`config.mk`:
```
export PLATFORM = sky130hd
export DESIGN_NAME = psg_multi
export DESIGN_NICKNAME = d
export VERILOG_FILES = /design/src/rtl/psg_multi.sv
export SDC_FILE = /design/constraint.sdc
export NUM_CORES = 1
export LEC_CHECK = 0
export CAP_MARGIN = 15
export CORE_MARGIN = 4
export CORE_UTILIZATION = 34
export DETAILED_ROUTE_END_ITERATION = 7
export SYNTH_ARGS = -nofsm -noshare
export SYNTH_HDL_FRONTEND = slang
export SYNTH_SLANG_ARGS = --single-unit
```
`constraint.sdc`:
```
create_clock -name CLK -period 7.6 [get_ports CLK]
set_input_delay 1.14 -clock CLK [delete_from_list [all_inputs] [get_ports CLK]]
set_output_delay 1.14 -clock CLK [all_outputs]
set_load 0.02 [all_outputs]
```
`src/rtl/psg_multi.sv`:
```
// psg_multi: up to four tone/noise channels, nibble-wide write bus, mixer.
// CLK/RST(async low), D/A0/WR write bus -> SIG per-channel bits, SAMPLE mix.
module psg_multi #(
  parameter int NUM_CH = 4,
  parameter int DIV_W  = 12,
  parameter int OUT_W  = 6,
  parameter int PRE    = 16
) (
  input  logic              CLK,
  input  logic              RST,
  input  logic [3:0]        D,
  input  logic              A0,
  input  logic              WR,
  output logic [NUM_CH-1:0] SIG,
  output logic [OUT_W-1:0]  SAMPLE
);

  localparam int NIB = DIV_W / 4;
  localparam int PW  = (NIB > 1) ? $clog2(NIB) : 1;
  localparam int CW  = (PRE > 1) ? $clog2(PRE) : 1;
  localparam int SW  = 9;

  localparam logic [SW-1:0] SMAX = SW'((1 << OUT_W) - 1);
  localparam logic [PW-1:0] LAST = PW'(NIB - 1);
  localparam logic [CW-1:0] PMAX = CW'(PRE - 1);

  if (NUM_CH < 1 || NUM_CH > 4) begin : g_bad_ch
    $error("NUM_CH out of range");
  end
  if (DIV_W < 4 || DIV_W > 16 || (DIV_W % 4) != 0) begin : g_bad_dw
    $error("DIV_W out of range");
  end
  if (OUT_W < 4 || OUT_W > 8) begin : g_bad_ow
    $error("OUT_W out of range");
  end
  if (PRE < 1 || PRE > 256) begin : g_bad_pre
    $error("PRE out of range");
  end

  logic              wr_q, wr_d;
  logic [3:0]        addr_q, addr_d;
  logic [PW-1:0]     ptr_q, ptr_d;
  logic [DIV_W-1:0]  shad_q, shad_d;
  logic [DIV_W-1:0]  shad_nx;
  logic [CW-1:0]     pre_q, pre_d;
  logic [OUT_W-1:0]  smp_q, smp_d;

  logic              wr_ev;
  logic              tick;
  logic              ch_ok;
  logic              last_nib;
  logic [1:0]        ch;
  logic [1:0]        rg;
  logic [4*NUM_CH-1:0] vol_v;
  logic [SW-1:0]     sum;

  assign wr_ev    = WR & ~wr_q;
  assign tick     = (pre_q == PMAX);
  assign ch       = addr_q[3:2];
  assign rg       = addr_q[1:0];
  assign ch_ok    = (int'(ch) < NUM_CH);
  assign last_nib = (ptr_q == LAST);

  // Shadow with the incoming nibble merged in at the current pointer.
  always_comb begin
    shad_nx = shad_q;
    shad_nx[{ptr_q, 2'b00} +: 4] = D;
  end

  always_comb begin
    wr_d   = WR;
    addr_d = addr_q;
    ptr_d  = ptr_q;
    shad_d = shad_q;
    pre_d  = tick ? '0 : pre_q + CW'(1);
    if (wr_ev) begin
      if (!A0) begin
        addr_d = D;
        ptr_d  = '0;
      end else if (ch_ok && rg == 2'd0) begin
        shad_d = shad_nx;
        ptr_d  = last_nib ? '0 : ptr_q + PW'(1);
      end
    end
  end

  always_comb begin
    sum = '0;
    for (int c = 0; c < NUM_CH; c++) begin
      if (SIG[c]) begin
        sum = sum + SW'(vol_v[4*c +: 4]);
      end
    end
    smp_d = (sum > SMAX) ? SMAX[OUT_W-1:0] : sum[OUT_W-1:0];
  end

  // WR history resets to "high" so a strobe held across the
  // release of RST must first be seen low before it can write.
  always_ff @(posedge CLK or negedge RST) begin
    if (!RST) begin
      wr_q   <= 1'b1;
      addr_q <= '0;
      ptr_q  <= '0;
      shad_q <= '0;
      pre_q  <= '0;
      smp_q  <= '0;
    end else begin
      wr_q   <= wr_d;
      addr_q <= addr_d;
      ptr_q  <= ptr_d;
      shad_q <= shad_d;
      pre_q  <= pre_d;
      smp_q  <= smp_d;
    end
  end

  assign SAMPLE = smp_q;

  for (genvar c = 0; c < NUM_CH; c++) begin : g_ch
    logic             sel;
    logic [DIV_W-1:0] per_q, per_d;
    logic [DIV_W-1:0] cnt_q, cnt_d;
    logic [3:0]       vol_q, vol_d;
    logic             mode_q, mode_d;
    logic             sq_q, sq_d;
    logic [14:0]      lfsr_q, lfsr_d;
    logic [14:0]      lfsr_nx;

    assign sel     = wr_ev & A0 & (ch == 2'(c));
    assign lfsr_nx = {lfsr_q[1] ^ lfsr_q[0], lfsr_q[14:1]};

    // Counter logic uses per_q, so a commit on a reload
    // edge only shows up at the following reload.
    always_comb begin
      per_d  = per_q;
      vol_d  = vol_q;
      mode_d = mode_q;
      cnt_d  = cnt_q;
      sq_d   = sq_q;
      lfsr_d = lfsr_q;
      if (sel && rg == 2'd0 && last_nib) begin
        per_d = shad_nx;
      end
      if (sel && rg == 2'd1) begin
        vol_d = D;
      end
      if (sel && rg == 2'd2) begin
        mode_d = D[0];
      end
      if (tick) begin
        if (per_q == '0) begin
          cnt_d = '0;
        end else if (cnt_q == '0) begin
          cnt_d = per_q - DIV_W'(1);
          if (mode_q) begin
            lfsr_d = lfsr_nx;
          end else begin
            sq_d = ~sq_q;
          end
        end else begin
          cnt_d = cnt_q - DIV_W'(1);
        end
      end
    end

    always_ff @(posedge CLK or negedge RST) begin
      if (!RST) begin
        per_q  <= '0;
        cnt_q  <= '0;
        vol_q  <= '0;
        mode_q <= 1'b0;
        sq_q   <= 1'b0;
        lfsr_q <= 15'h0001;
      end else begin
        per_q  <= per_d;
        cnt_q  <= cnt_d;
        vol_q  <= vol_d;
        mode_q <= mode_d;
        sq_q   <= sq_d;
        lfsr_q <= lfsr_d;
      end
    end

    assign SIG[c] = (per_q != '0) & (mode_q ? lfsr_q[0] : sq_q);
    assign vol_v[4*c +: 4] = vol_q;
  end

endmodule

```
# Word level (Yosys, flattened, before mapping)
# Index checks and enable logic that the tools add are counted.
# Widths: inputs -> output; s select.
classes:
  mul: 0
  n_eq_ne: 8
  n_reduce_logical: 41
  magnitude_cmp: 1
  n_div: 0
  shift: 2
  n_addsub: 14
  bitwise_logic: 28
  mux: 22
op_table:
  columns: ["cell", "count"]
  rows:
  - ["$logic_not 12->1", 8]
  - ["$mux 12", 8]
  - ["$sub 12x1->12 const B", 8]
  - ["$reduce_bool 12->1", 4]
  - ["$reduce_and 4->1", 8]
  - ["$add 9x4->9", 3]
  - ["$mux 9", 3]
  - ["$logic_and 1x1->1", 16]
  - ["$not 1->1", 14]
  - ["$bwmux 12", 1]
  - ["$shift 4x6->12 const A", 1]
  - ["$shiftx 4x6->12", 1]
  - ["$and 1x1->1", 10]
  - ["$gt 9x6->1 const B", 1]
  - ["$eq 2x2->1 const B", 4]
  - ["$mux 4", 2]
  - ["$mux 2", 3]
  - ["$mux 6", 1]
  - ["$neg 4->6", 1]
  - ["$add 4x1->4 const B", 1]
  - ["$eq 2x1->1 const B", 2]
  - ["$eq 4x4->1 const B", 1]
  - ["$logic_not 2->1", 2]
  - ["$mux 1", 4]
  - ["5 further kinds", 9]
totals:
  romBits: 0
  mem_bits_rw: 0
  latchBits: 0
  mem_count: 0
  out_inout_bits: 10
  register_bits: 209
  wordCells: 146

# Depth between registers and ports, before layout
depth:
  word_depth: 11
  ltp_mapped: 22
  mapped_depth_nobuf: 21

# Least setup slack after synthesis
# Ideal clock, no wire load.
synth_path:
  path_type: "register to register"
  startpoint: "reg g_ch[0].per_q[5]"
  endpoint: "reg smp_q[2], in the netlist SAMPLE[2]"
  period_less_slack_ns: 4.754
  slack_ns: 2.846
  setup_ns: 0.081
  stages_incl_launch_ff: 22
  t_arrival_ns: 4.673
  path_cell_list: "dfrtp_1 clkbuf_1 nor4_2 a31oi_1 and2_1 ha_1 inv_1 fa_1 mux2i_1 ha_1 a21o_1 a21o_1 xor2_1 nand2_1 a21boi_1 inv_1 ha_1 a21oi_1 nand2_1 inv_1 or4b_4 a31oi_2"
synth_between:
  elab_chain_cells: 11
synth_rtl:
  columns: ["item", "line_no", "rtl"]
  rows:
  - ["start: declaration", "121", "logic [DIV_W-1:0] per_q, per_d;"]
  - ["start signal: assignment", "175", "per_q <= per_d;"]
  - ["$reduce_bool 12->1 *", "184", "assign SIG[c] = (per_q != '0) & (mode_q ? lfsr_q[0] : sq_q);"]
  - ["$and 1x1->1 *", "184", null]
  - ["named net SIG[0]", "14", "output logic [NUM_CH-1:0] SIG,"]
  - ["$mux 4 *", "90", "if (SIG[c]) begin"]
  - ["$add 9x4->9", "91", "sum = sum + SW'(vol_v[4*c +: 4]);"]
  - ["$mux 9 *", "90", null]
  - ["$add 9x4->9", "91", null]
  - ["$mux 9 *", "90", null]
  - ["$add 9x4->9", "91", null]
  - ["$mux 9 *", "90", null]
  - ["$gt 9x6->1", "94", "smp_d = (sum > SMAX) ? SMAX[OUT_W-1:0] : sum[OUT_W-1:0];"]
  - ["$mux 6 *", "94", null]
  - ["named net smp_d[2]", "46", "logic [OUT_W-1:0] smp_q, smp_d;"]
  - ["end signal: assignment", "113", "smp_q <= smp_d;"]
  - ["end: declaration", "46", null]
# The timed path passes the listed nets; every way through them passes the cells marked *.
# A chain may end at the register's enable or synchronous reset.

# Final worst setup path
layout_path:
  startpoint: "reg g_ch[0].per_q[1]"
  endpoint: "reg smp_q[2], in the netlist SAMPLE[2]"
layout_between:
  elab_chain_cells: 11
layout_rtl:
  columns: ["item", "line_no"]
  rows:
  - ["$reduce_bool 12->1 *", "184"]
  - ["$and 1x1->1 *", "184"]
  - ["$mux 4 *", "90"]
  - ["$add 9x4->9", "91"]
  - ["$mux 9 *", "90"]
  - ["$add 9x4->9", "91"]
  - ["$mux 9 *", "90"]
  - ["$add 9x4->9", "91"]
  - ["$mux 9 *", "90"]
  - ["$gt 9x6->1", "94"]
  - ["$mux 6 *", "94"]
  - ["named net smp_d[2]", "46"]
# Marked as above.

==> out/results.ini <==
[synthesis]
synth_area_sq_um=10800
synthXorXnorAreaFrac_pct=1.45
yosysUniqueCellTypes=83
synth_simple_gate_area_share_pct=17.8
synth-adder-area-share_pct=3.33
async_flop_share_pct=100
synth_top_family_by_area=simple AND/OR/NAND/NOR gates
synth_edf_count=0
yosys_register_bits=209
synthCells=1056
synth_seq_area_share_pct=48.4
synth_ff_type=dfrtp_1
yosysWarnings=0
avgSynthCellArea_sq_um=10.2
synth_nets=1091
synth_compound_area_share_pct=16.3
synth_mux_area_share_pct=10.2

[floorplan]
num_rows=65
coreArea_sq_um=31500
start_util_pct=34.4
io_pins=18
fp.dieH_um=186
dieArea_sq_um=34700
fp.dieW_um=186

[power]
switching_share_pct=38.9
leakage_nw=5.55
pwr-share-seq_pct=35.4
pwr-share-comb_pct=38.4
cell_internal_pwr_mw=2.67
switchingPower_mw=1.70
powerDensity_nw_per_um2=359
clockPowerShare_pct=26.1
ir_drop_mv=0.192

[timing]
tightest_slew_ps=938
finalSetupTns_ps=0
max_freq_ghz=0.193
final-hold-violation-count=0
fin_ws_ps=2420
rsz0062_at_grt=no
slew_viol_final=0
final.setup_skew_ps=24.2
max-slew-margin-rel_pct=37.4
fin_crit_ps=5180
post-route-period-util_pct=68.2
finalSetupViolations=0

[drt]
final_antenna_net_count=0
post-route-drc-count=0
drt-total-wl_um=24100
firstDrtPassIters=5
vias=7963
first_iter_violations=511
vias_per_cell=5.36
post_drt_wl_per_cell_um=16.2

[outcome]
run_status=complete, no violations

[clock_tree]
tritoncts=yes
htreeDepth=1
insertion_delay_ps=530
cts_setup_buffers=0
cts_buffers=23
cts_root_buffer=clkbuf_16
clkSinkCount=209
cts_buffer_depth=3
cts_hold_buf=0
clk_pin_slew_ps=60
ctsResizeCount=0

[worst_setup_path]
end_kind=flip-flop
cpMaxStageDelayCell=nor4_2
cp_data_required_time_ps=8050
startpoint_type=flip-flop
cp_cell_sequence=nor4_2 > a31oi_1 > and2_1 > ha_1 > inv_1 > fa_1 > mux2i_1 > ha_1 > a21o_1 > a21o_1 > xor2_1 > nand2_1 > a21boi_1 > inv_1 > ha_1 > a21oi_1 > nand2_1 > inv_1 > or4b_4 > a31oi_2
arrival_ps=5630
worstSetupPathType=reg2reg
cpPeakStageDelay_ps=630
cp_max_fo=7

[global_route]
antenna_found_initial=0
grt_usage_pct=13.7
grt_pass1_vias=7910
gr-total-overflow=0
grt_max_degree=98
grt_pass1_wl_um=40900

[final_layout]
drive_gt1_share_pct=16.2
diodes=0
fin_area_sq_um=12200
final_cell_count_no_fill=1486
area_growth_pct=12.6
fin_nets=1102

[placed_design]
dp_hpwl_um=16300
dpl_cell_area_sq_um=11400
io_buffers=17
pre_cts_ws_ps=2450
post-place-cells=1444
gp_congestion=0.821

[worst_hold_path]
worstHoldPathType=reg2reg

[job]
max-cap-violations=0

==> metrics by stage <==
stage | util (%) | power, mW | hold WS (ps)
CTS | 38.7 | 4.40 | 462
global route | 38.7 | 4.69 | 478
floorplan | - | 2.81 | 435
detailed placement | 36.2 | 3.23 | 450
global placement | 36.2 | 3.20 | 450
finish | 38.7 | 4.37 | 457
==> worst max-delay path, delay by kind of cell (launching register included) <==
kind | cells | cell delay (ps)
AOI/OAI and AO/OA | 6 | 1220
adders and majority gates | 4 | 1180
buffers and inverters | 3 | 220
muxes | 1 | 250
DFF | 1 | 410
and+or+nand+nor | 5 | 1670
xor gates and xnor gates | 1 | 140
==> final cells by class <==
| type | count | area [sq um] |
|---|---|---|
| fillers | 3044 | 19300 |
| multi-input cells | 784 | 5320 |
| flip-flops and latches | 209 | 5240 |
| clock buffers | 31 | 656 |
| well taps | 402 | 503 |
| repair buffers | 29 | 265 |
| clock inverters | 11 | 128 |
| inverters | 20 | 75.1 |
==> synthesized netlist by cell type, drive strengths merged (5+ instances only) <==
cell type / count / area, sq um
xor2: 8 / 77.6
or4: 13 / 113
nand2: 106 / 400
xnor2: 9 / 78.8
mux2i: 18 / 180
a22o: 25 / 219
nor3b: 5 / 42.5
ha: 24 / 300
nand4: 7 / 43.8
nor3: 25 / 130
a31oi: 21 / 138
buf: 14 / 81.3
o41ai: 6 / 71.3
o211ai: 6 / 45.0
nor2: 83 / 312
inv: 20 / 75.1
a21oi: 77 / 385
and2: 12 / 75.1
or3: 12 / 85.1
nand3b: 8 / 72.6
dfrtp: 204 / 5100
o21ai: 92 / 464
or2: 7 / 43.8
dfstp: 5 / 131
a21o: 6 / 45.0
and3: 7 / 43.8
mux2: 82 / 923
a2111oi: 6 / 65.1
clkbuf: 29 / 110
nor4: 14 / 128
nand3: 24 / 155
nand2b: 12 / 75.1
o31ai: 5 / 37.5
nor2b: 17 / 106
==> state kept, by name, summed over array words and instances (netlist names) <==
name / cells
g_ch.lfsr_q: 60
wr_q: 1
shad_q: 12
pre_q: 4
g_ch.vol_q: 16
g_ch.per_q: 48
g_ch.sq_q: 4
g_ch.mode_q: 4
SAMPLE: 6
addr_q: 4
g_ch.cnt_q: 48
ptr_q: 2
==> power groups by stage <==
stage / Combinational (mW) / Sequential, mW / Clock (mW)
global placement: 1.65 / 1.55 / 0
global route: 1.88 / 1.58 / 1.22
detailed placement: 1.67 / 1.56 / 0
finish: 1.68 / 1.55 / 1.14
floorplan: 1.32 / 1.49 / 0
CTS: 1.68 / 1.54 / 1.18
==> final timing paths <==
kind | from | end | slack, ps | cells past startpoint
worst min-delay path | g_ch[1].sq_q | g_ch[1].sq_q | 460 | 1
worst max-delay path | g_ch[0].per_q[1] | SAMPLE[2] | 2420 | 20
min in group asynchronous | RST | shad_q[1] | 660 | 1
max in group asynchronous | RST | g_ch[0].lfsr_q[11] | 5720 | 2
worst min register to register | g_ch[1].sq_q | g_ch[1].sq_q | 460 | 1
worst max register to register | g_ch[0].per_q[1] | SAMPLE[2] | 2420 | 20
==> cell families after synthesis <==
| kind of cell | Yosys count |
|---|---|
| AO/OA/AOI/OAI | 279 |
| XOR/XNOR | 17 |
| adder cells (fa/ha/maj) | 27 |
| buffers and inverters | 63 |
| flip-flops | 209 |
| multiplexers | 100 |
| AND/OR/NAND/NOR | 361 |
==> layer usage <==
metal	track usage (%)	vias to the layer above	part of all wire, %
met2	21.9	132	45
met3	1.78	33	3.4
met1	20.0	3912	49
li1	-	3886	-
met4	3.36	0	1.9
met5	0	-	0
==> cells in the final DEF, fill, tap and decap left out, types with 6 or more instances in the layout <==
| cell type | instances |
|---|---|
| a21o_1 | 6 |
| a21oi_1 | 77 |
| a22o_1 | 25 |
| a31oi_1 | 20 |
| and2_1 | 12 |
| and3_1 | 7 |
| buf_4 | 12 |
| clkbuf_16 | 23 |
| clkdlybuf4s50_1 | 16 |
| dfrtp_1 | 204 |
| ha_1 | 24 |
| inv_1 | 19 |
| mux2_2 | 79 |
| mux2i_1 | 18 |
| nand2_1 | 105 |
| nand2b_1 | 12 |
| nand3_1 | 20 |
| nand3b_1 | 7 |
| nand4_1 | 7 |
| nor2_1 | 83 |
| nor2b_1 | 17 |
| nor3_1 | 24 |
| nor4_1 | 8 |
| o211ai_1 | 6 |
| o21ai_0 | 90 |
| or2_2 | 7 |
| or3_1 | 10 |
| or4_1 | 9 |
| xnor2_1 | 9 |
| xor2_1 | 7 |
Note: power is estimated with default switching activity, not from simulation.
